File: src/rtl/ram_bank_scheduler.sv
// Sequences the block-RAM banks behind the UART receiver: packs bytes into words
// and fills the banks bank-major, then serves a pipelined fixed-latency read port.
module ram_bank_scheduler #(
  parameter int unsigned N_BANKS = 4,
  parameter int unsigned DEPTH   = 10,
  parameter int unsigned ADDR_W  = 4,
  parameter int unsigned DATA_W  = 32
) (
  input  logic                         uart_clk,
  input  logic                         reset,
  input  logic                         i_start,
  input  logic                         i_rearm,
  input  logic [7:0]                   i_byte,
  input  logic                         i_byte_valid,
  output logic [N_BANKS-1:0]           o_bank_we,
  output logic [ADDR_W-1:0]            o_addr,
  output logic [DATA_W-1:0]            o_wdata,
  input  logic [N_BANKS*DATA_W-1:0]    i_bank_rdata,
  input  logic                         i_rd_req,
  input  logic [$clog2(N_BANKS)-1:0]   i_rd_bank,
  input  logic [ADDR_W-1:0]            i_rd_addr,
  output logic                         o_rd_ready,
  output logic                         o_rd_valid,
  output logic [DATA_W-1:0]            o_rd_data,
  output logic                         o_rd_err,
  output logic [1:0]                   o_state,
  output logic                         o_load_done,
  output logic                         o_overrun
);

  localparam int unsigned BANK_W = $clog2(N_BANKS);

  typedef enum logic [1:0] {
    S_IDLE  = 2'd0,
    S_LOAD  = 2'd1,
    S_READY = 2'd2
  } state_t;

  state_t              state_q, state_d;
  logic [1:0]          lane_q, lane_d;
  logic [23:0]         pack_q, pack_d;
  logic [BANK_W-1:0]   bank_q, bank_d;
  logic [ADDR_W-1:0]   waddr_q, waddr_d;
  logic                load_full_q, load_full_d;
  logic [N_BANKS-1:0]  bank_we_q, bank_we_d;
  logic [ADDR_W-1:0]   addr_q, addr_d;
  logic [DATA_W-1:0]   wdata_q, wdata_d;
  logic                p_valid_q, p_valid_d;
  logic [BANK_W-1:0]   p_bank_q, p_bank_d;
  logic                p_err_q, p_err_d;
  logic                rd_valid_q, rd_valid_d;
  logic [BANK_W-1:0]   rd_bank_q, rd_bank_d;
  logic                rd_err_q, rd_err_d;
  logic                overrun_q, overrun_d;
  logic                load_done_q, load_done_d;
  logic                rd_ready_c;
  logic [DATA_W-1:0]   rd_data_c;

  // Requests are blocked in the rearm cycle so nothing new enters the pipe.
  assign rd_ready_c = (state_q == S_READY) && !i_rearm;

  always_comb begin
    state_d     = state_q;
    lane_d      = lane_q;
    pack_d      = pack_q;
    bank_d      = bank_q;
    waddr_d     = waddr_q;
    load_full_d = load_full_q;
    bank_we_d   = '0;
    addr_d      = addr_q;
    wdata_d     = wdata_q;
    p_valid_d   = 1'b0;
    p_bank_d    = p_bank_q;
    p_err_d     = 1'b0;
    rd_valid_d  = p_valid_q;
    rd_bank_d   = p_bank_q;
    rd_err_d    = p_err_q;
    overrun_d   = overrun_q;

    case (state_q)
      S_IDLE: begin
        if (i_byte_valid) overrun_d = 1'b1;
        if (i_start)      state_d   = S_LOAD;
      end
      S_LOAD: begin
        // One idle cycle after the final write, then hand over to READY.
        if (load_full_q) begin
          state_d     = S_READY;
          load_full_d = 1'b0;
        end else if (i_byte_valid) begin
          if (lane_q == 2'd3) begin
            bank_we_d = N_BANKS'(1) << bank_q;
            addr_d    = waddr_q;
            wdata_d   = {i_byte, pack_q};
            lane_d    = 2'd0;
            if (waddr_q == ADDR_W'(DEPTH - 1)) begin
              waddr_d = '0;
              bank_d  = bank_q + BANK_W'(1);
              if (bank_q == BANK_W'(N_BANKS - 1)) load_full_d = 1'b1;
            end else begin
              waddr_d = waddr_q + ADDR_W'(1);
            end
          end else begin
            pack_d[8*lane_q +: 8] = i_byte;
            lane_d                = lane_q + 2'd1;
          end
        end
      end
      S_READY: begin
        if (i_rearm) begin
          state_d     = S_LOAD;
          lane_d      = 2'd0;
          pack_d      = '0;
          bank_d      = '0;
          waddr_d     = '0;
          load_full_d = 1'b0;
          overrun_d   = 1'b0;
        end else begin
          if (i_byte_valid) overrun_d = 1'b1;
          if (i_rd_req && rd_ready_c) begin
            addr_d    = i_rd_addr;
            p_valid_d = 1'b1;
            p_bank_d  = i_rd_bank;
            p_err_d   = {1'b0, i_rd_addr} >= (ADDR_W + 1)'(DEPTH);
          end
        end
      end
      default: state_d = S_IDLE;
    endcase

    load_done_d = (state_d == S_READY);
  end

  always_ff @(posedge uart_clk) begin
    if (reset) begin
      state_q     <= S_IDLE;
      lane_q      <= 2'd0;
      pack_q      <= '0;
      bank_q      <= '0;
      waddr_q     <= '0;
      load_full_q <= 1'b0;
      bank_we_q   <= '0;
      addr_q      <= '0;
      wdata_q     <= '0;
      p_valid_q   <= 1'b0;
      p_bank_q    <= '0;
      p_err_q     <= 1'b0;
      rd_valid_q  <= 1'b0;
      rd_bank_q   <= '0;
      rd_err_q    <= 1'b0;
      overrun_q   <= 1'b0;
      load_done_q <= 1'b0;
    end else begin
      state_q     <= state_d;
      lane_q      <= lane_d;
      pack_q      <= pack_d;
      bank_q      <= bank_d;
      waddr_q     <= waddr_d;
      load_full_q <= load_full_d;
      bank_we_q   <= bank_we_d;
      addr_q      <= addr_d;
      wdata_q     <= wdata_d;
      p_valid_q   <= p_valid_d;
      p_bank_q    <= p_bank_d;
      p_err_q     <= p_err_d;
      rd_valid_q  <= rd_valid_d;
      rd_bank_q   <= rd_bank_d;
      rd_err_q    <= rd_err_d;
      overrun_q   <= overrun_d;
      load_done_q <= load_done_d;
    end
  end

  // Synchronous RAM output arrives the cycle after o_addr; select the pipelined bank.
  always_comb begin
    rd_data_c = '0;
    for (int unsigned k = 0; k < N_BANKS; k++) begin
      if (rd_bank_q == BANK_W'(k)) rd_data_c = i_bank_rdata[k*DATA_W +: DATA_W];
    end
    if (!rd_valid_q || rd_err_q) rd_data_c = '0;
  end

  assign o_bank_we   = bank_we_q;
  assign o_addr      = addr_q;
  assign o_wdata     = wdata_q;
  assign o_rd_ready  = rd_ready_c;
  assign o_rd_valid  = rd_valid_q;
  assign o_rd_data   = rd_data_c;
  assign o_rd_err    = rd_err_q;
  assign o_state     = state_q;
  assign o_load_done = load_done_q;
  assign o_overrun   = overrun_q;

endmodule

File: config.mk
export PLATFORM = sky130hd
export DESIGN_NAME = ram_bank_scheduler
export DESIGN_NICKNAME = d
export VERILOG_FILES = /design/src/rtl/ram_bank_scheduler.sv
export SDC_FILE = /design/constraint.sdc
export NUM_CORES = 1
export LEC_CHECK = 0
export BUFFER_PORTS_ARGS = -buffer_cell sky130_fd_sc_hd__buf_2
export CAP_MARGIN = 20
export CORE_UTILIZATION = 40
export DETAILED_ROUTE_END_ITERATION = 10
export PLACE_DENSITY = 0.76
export SLEW_MARGIN = 20
export SYNTH_ARGS = -nofsm -noshare
export SYNTH_HDL_FRONTEND = slang
export SYNTH_SLANG_ARGS = --single-unit
export TNS_END_PERCENT = 50
File: constraint.sdc
create_clock -name uart_clk -period 2.1 [get_ports uart_clk]
set_input_delay 0.525 -clock uart_clk [delete_from_list [all_inputs] [get_ports uart_clk]]
set_output_delay 0.525 -clock uart_clk [all_outputs]
set_load 0.05 [all_outputs]
==> out/qor.csv, run 1 <==
metric;value;unit
crit path launch type;flop;
Distinct cells, synth;38;
Final ANT Viol Nets;0;
fin area;6430;sq um
antenna cell count;0;
global-route wire length before repair;24300;microns
worst hold path class;in2reg;
drt first pass iters;10;
status;finished, violations left;
clock net sink count;85;
max-slew violations;0;
post-synthesis net count;632;
reg-to-reg slack, setup;0.18;ns
DRC errors left;0;
Worst EP required;1.57;ns
Initial Utilization;41.6;%
asr flop ratio synth;0;%
Tmin final;2.38;ns
Max IR drop VDD;386;uV
CTS root buf;clkbuf_8;
CP endpoint kind;output port;
actual slew at the worst max-slew pin;0.563;ns
Avg Inst Size Synth;9.06;sq um
Skew-Pair Late Insertion Delay;0.36;ns
FF-to-FF Start;lane_q[0];
dpl cell area;5850;sq um
post-synth top area share;39.5;%
Max FO, Critical Path;7;
worst r2r dst;pack_q[9];
final clock skew;0.0147;ns
largest cells by area after synthesis;dfxtp_1 (39%), mux4_2 (17%), a21oi_1 (8.6%), nand2_1 (6.9%), nor2b_1 (5.7%);
Via density;5.47;
largest area contributor in the netlist;dfxtp_1;
WL/cell;19.5;microns
Via Count;4569;
DRT Wirelength;16300;microns
Reg2Reg Depth;6;
commonest cells in the netlist;dfxtp_1 (85), nand2_1 (79), a21oi_1 (74);
IO Port Bufs;226;
failing checks;negative setup slack;
P_leak;0.00266;uW
antenna violations before repair;2;
Finish-stage setup viols;32;
# IOs;227;
DRT iter0 DRCs;435;
CTS tree;built;
vias in the first global route;4478;
routability cong.;1.05;
CTS buffer count;9;
Main synth FF type;dfxtp_1;
Nets;850;
worst setup path start;rd_bank_q[0];
Setup CP Type;reg2out;
largest net degree at the start of global routing;57;
die area;11200;sq um
yosys warns;0;
Die Y;106;microns
endpoints failing hold;0;
Cells after Synth;476;
Fmax;0.420;GHz
Overflow after GRT;0;
dpl hpwl;12400;microns
area grow syn2layout;49.1;%
PwrDens;513;nW/um^2
count leader, synth;dfxtp_1;
layout filler cell count;874;
cts hold-fix bufs;0;
EDFF count, synth;0;
setup ws final;-0.283;ns
Die Width;106;microns
num rows;37;
H-tree depth;3;
sequential-to-total area share from yosys stat;39.5;%
Data arrival, critical path;1.86;ns
GRT Overall Usage;28.8;%
Slew HR;62.5;%
share of the clock period used by the worst path;113;%
unrepaired setup endpoints after global routing;true;
Worst-path clk slew;0.10;ns
core area;10400;sq um
Worst setup endpoint;o_rd_data[31];
share of layout cells above drive strength 1;47.4;%
CTS Buffer Depth;2;
Max Cap Viol;0;
Yosys reg bits;85;
Setup TNS Final;-7.10;ns
synthesized area;4310;sq um
[kinds of logic (layout without fill, tap and decap cells)]
| logic type | Yosys count | after routing | share of synthesized area, % |
|---|---|---|---|
| DFF | 85 | 85 | 39.5 |
| and+or+nand+nor | 190 | 190 | 23.0 |
| adders and majority gates | 8 | 8 | 2.32 |
| muxes | 32 | 32 | 16.7 |
| AOI/OAI and AO/OA | 116 | 116 | 14.1 |
| buffers and inverters | 45 | 268 | 4.47 |
[worst max-delay path, cell delays in order (launching register included)]
cell,delay [ns]
dfxtp_4,0.38
buf_6,0.11
buf_12,0.13
mux4_2,0.55
nor2b_4,0.16
buf_12,0.16
[state kept, by name (all words and copies together), names as in the netlist]
register / count
bank_q: 2
lane_q: 2
load_full_q: 1
o_addr: 4
o_bank_we: 4
o_load_done: 1
o_overrun: 1
o_rd_err: 1
o_rd_valid: 1
o_state: 2
o_wdata: 32
p_bank_q: 2
p_err_q: 1
p_valid_q: 1
pack_q: 24
rd_bank_q: 2
waddr_q: 4
[cells in the final DEF (no fill, tap or decap), drive strengths merged, types with 4 or more instances in the layout]
master / n
nor2: 13
nor3: 4
nor2b: 39
clkbuf: 9
ha: 8
inv: 10
buf: 246
a21oi: 74
nand2b: 6
nand4: 25
dfxtp: 85
nand2: 80
mux4: 32
o21ai: 33
nand3: 5
[routing by layer]
metal	GRT usage [%]	routed length, microns
met5	0	27
met1	33.6	6200
met2	49.7	8080
met3	8.47	1450
met4	11.3	554
[final cells by class]
class,instances,area [sq um],area share (%)
Timing Repair Buffer,246,1680,26.1
Clock buffer,9,124,1.93
Inverter,6,22.5,0.350
Multi-Input combinational cell,346,2630,40.9
Clock inverter,7,100,1.56
Tap cell,136,170,2.65
Sequential cell,85,1710,26.5
[where the power goes]
group	leakage [uW]	internal [uW]	total [uW]	switching, uW
Clock	0.000115	684	1290	607
Combinational	0.00186	193	370	177
Sequential	0.000686	1620	1630	13.1
[timing repair]
action / in CTS / in global routing
resized for setup: 76 / 2
hold endpoints to repair: 0 / 0
cloned: 3 / 0
endpoints found under the setup margin: 32 / 32
buffers inserted: 3 / 0
[metrics by stage]
stage          utilization, %  setup WS [ns]  cells  hold slack [ns]  total power (uW)
2_1_floorplan               -        -0.0196    476            0.414              1830
3_3_place_gp             56.4         0.0380    814            0.421              2010
3_5_place_dp             56.4         0.0525    814            0.429              2020
4_1_cts                  62.2         -0.276    836            0.402              3310
5_1_grt                  62.0         -0.316    835            0.410              3420
6_report                 62.0         -0.283    835            0.406              3300
[how the worst min path moves through the flow]
| stage | startpoint | endpoint | depth (start not counted) |
|---|---|---|---|
| 4_1_cts | i_rd_bank[1] | p_bank_q[1] | 3 |
| 6_report | i_rd_bank[1] | p_bank_q[1] | 3 |
| 5_1_grt | i_rd_bank[1] | p_bank_q[1] | 3 |
| 3_3_place_gp | p_valid_q | o_rd_valid | 1 |
| 3_5_place_dp | p_err_q | o_rd_err | 1 |
| 2_1_floorplan | p_err_q | o_rd_err | 1 |
(Power assumes the default switching activity.)
==> inputs of run 2 (changes only) <==
--- a/config.mk
+++ b/config.mk
@@ -11,4 +11,5 @@
 export DETAILED_ROUTE_END_ITERATION = 10
 export PLACE_DENSITY = 0.76
+export RECOVER_POWER = 100
 export SLEW_MARGIN = 20
 export SYNTH_ARGS = -nofsm -noshare
==> constraint.sdc (replaced) <==
create_clock -name uart_clk -period 2.1 [get_ports uart_clk]
set_input_delay 0.525 -clock uart_clk [delete_from_list [all_inputs] [get_ports uart_clk]]
set_output_delay 0.525 -clock uart_clk [all_outputs]
set_load 0.01 [all_outputs]
==> run 2 against run 1 <==
The run still ends with negative setup slack left. Maximum frequency rose by 0.94%. Global-route usage shrank 0.71 points. Sequential share of layout area is 3.1 points higher. Core utilization is 6.4 points lower. Total power is 6.3% lower. Largest cell class unchanged.
==> out/qor.csv, run 2 (synthesis results as in run 1) <==
metric;value;unit
Die Width;106;microns
CTS buffer count;9;
vias in the first global route;4417;
commonest non-fill, non-tap cells in the layout;buf_2 (178), dfxtp_1 (84), nand2_1 (80);
Nets;846;
Setup CP Type;reg2out;
Via Count;4587;
routability cong.;0.969;
share of the clock period used by the worst path;112;%
cts hold-fix bufs;0;
drt first pass iters;5;
Post-CTS Setup Inserts;0;
Data arrival, critical path;1.84;ns
WL/cell;18.8;microns
CP bufs+invs;2;
worst hold path class;in2reg;
Worst EP required;1.57;ns
antenna violations before repair;1;
DRT Wirelength;15700;microns
# IOs;227;
GRT Overall Usage;28.1;%
clock net sink count;85;
worst path cell trace;buf_12, mux4_2, nor2b_1, buf_2;
CTS root buf;clkbuf_8;
area grow syn2layout;33.6;%
Via density;5.51;
Overflow after GRT;0;
global-route wire length before repair;23800;microns
Reg2Reg Depth;5;
failing checks;negative setup slack;
die area;11200;sq um
Fmax;0.424;GHz
max-slew violations;0;
Max FO, Critical Path;8;
largest net degree at the start of global routing;41;
worst r2r dst;pack_q[14];
commonest non-fill, non-tap cell in the layout;buf_2;
worst setup path start;rd_bank_q[0];
final clock skew;0.0176;ns
setup ws final;-0.260;ns
actual slew at the worst max-slew pin;1.29;ns
share of layout cells above drive strength 1;35.3;%
Tmin final;2.36;ns
H-tree depth;3;
Critical Path Stages;4;
crit path launch type;flop;
Worst setup endpoint;o_rd_data[18];
Slowest cell on crit path;mux4_2;
Max IR drop VDD;338;uV
DRC errors left;0;
status;finished, violations left;
endpoints failing hold;0;
P_leak;0.00224;uW
unrepaired setup endpoints after global routing;true;
Skew-Pair Late Insertion Delay;0.37;ns
post-layout total power;3090;uW
CP endpoint kind;output port;
Worst Min Path Start;i_rd_bank[1];
Worst-path clk slew;0.08;ns
Slew HR;13.7;%
Final ANT Viol Nets;0;
dpl hpwl;12200;microns
CTS Buffer Depth;2;
max reg flops;32;
Initial Utilization;41.6;%
core area;10400;sq um
FF-to-FF Start;o_state[1];
final core occ;55.6;%
PwrDens;536;nW/um^2
CTS tree;built;
Finish-stage setup viols;33;
IO Port Bufs;226;
slowest stage delay, CP;0.51;ns
reg-to-reg slack, setup;0;ns
num rows;37;
Die Y;106;microns
Max Cap Viol;0;
critical path's top delay family;multiplexers;
DRT iter0 DRCs;312;
layout filler cell count;990;
-- run 2: changes by cell type in the layout (fill, tap and decap cells not counted), moves of 2 or more --
cell,previous run,this run
buf_12,15,3
buf_2,194,178
buf_4,11,7
buf_6,24,1
bufinv_16,2,0
clkbuf_1,0,49
clkbuf_2,0,2
clkinv_4,0,2
inv_6,4,2
nor2b_1,7,38
nor2b_2,10,0
nor2b_4,22,1
-- run 2: worst min path at each step --
stage / slack [ns] / end / cells past startpoint
2_1_floorplan: 0.41 / o_rd_err / 1
5_1_grt: 0.43 / p_bank_q[0] / 3
4_1_cts: 0.42 / p_bank_q[0] / 3
3_5_place_dp: 0.42 / o_rd_valid / 1
6_report: 0.42 / p_bank_q[1] / 3
3_3_place_gp: 0.42 / o_rd_err / 1
-- run 2: repair_timing --
item / CTS / global route
pin swaps: 0 / 0
gates resized for setup: 2 / 4
hold endpoints to repair: 0 / 0
gates cloned: 1 / 0
setup endpoints to repair: 32 / 33
-- run 2: metal layers --
| metal | GRT usage [%] | part of all wire [%] |
|---|---|---|
| met1 | 35.9 | 41 |
| met2 | 46.8 | 49 |
| met3 | 5.01 | 7.2 |
| met4 | 11.7 | 2.9 |
| met5 | 0 | 0 |
-- run 2: worst reg2reg max path, cell delays in order (launching register included) --
cell	delay [ns]
dfxtp_1	0.46
nor2b_1	0.20
clkbuf_1	0.66
nor2_1	0.29
o21ai_0	0.26
a21oi_1	0.10
-- run 2: through the flow --
stage,worst slack [ns],instances,cell area (sq um),hold WS [ns],setup TNS [ns]
6_report,-0.260,832,5760,0.424,-6.63
5_1_grt,-0.305,832,5760,0.427,-10.80
4_1_cts,-0.261,831,5830,0.418,-7.13
3_5_place_dp,0.109,814,5610,0.424,0
3_3_place_gp,0.110,814,5610,0.417,0
2_1_floorplan,0.0869,476,4310,0.414,0
-- run 2: final cells by class --
cell class                      count  area [sq um]  area share (%)
Tap cell                          136           170            2.95
Antenna cell                        1          2.50          0.0434
Timing Repair Buffer              242          1240            21.6
Clock buffer                       10           138            2.39
Inverter                            6          22.5           0.391
Multi-Input combinational cell    346          2420            42.1
Sequential cell                    85          1710            29.6
Clock inverter                      6          53.8           0.934
-- run 2: power breakdown --
| part | total, uW | switching (uW) | leakage (uW) | internal (uW) |
|---|---|---|---|---|
| logic | 341 | 162 | 0.00146 | 180 |
| registers | 1630 | 12.0 | 0.000686 | 1620 |
| clock network | 1110 | 630 | 0.0000954 | 483 |
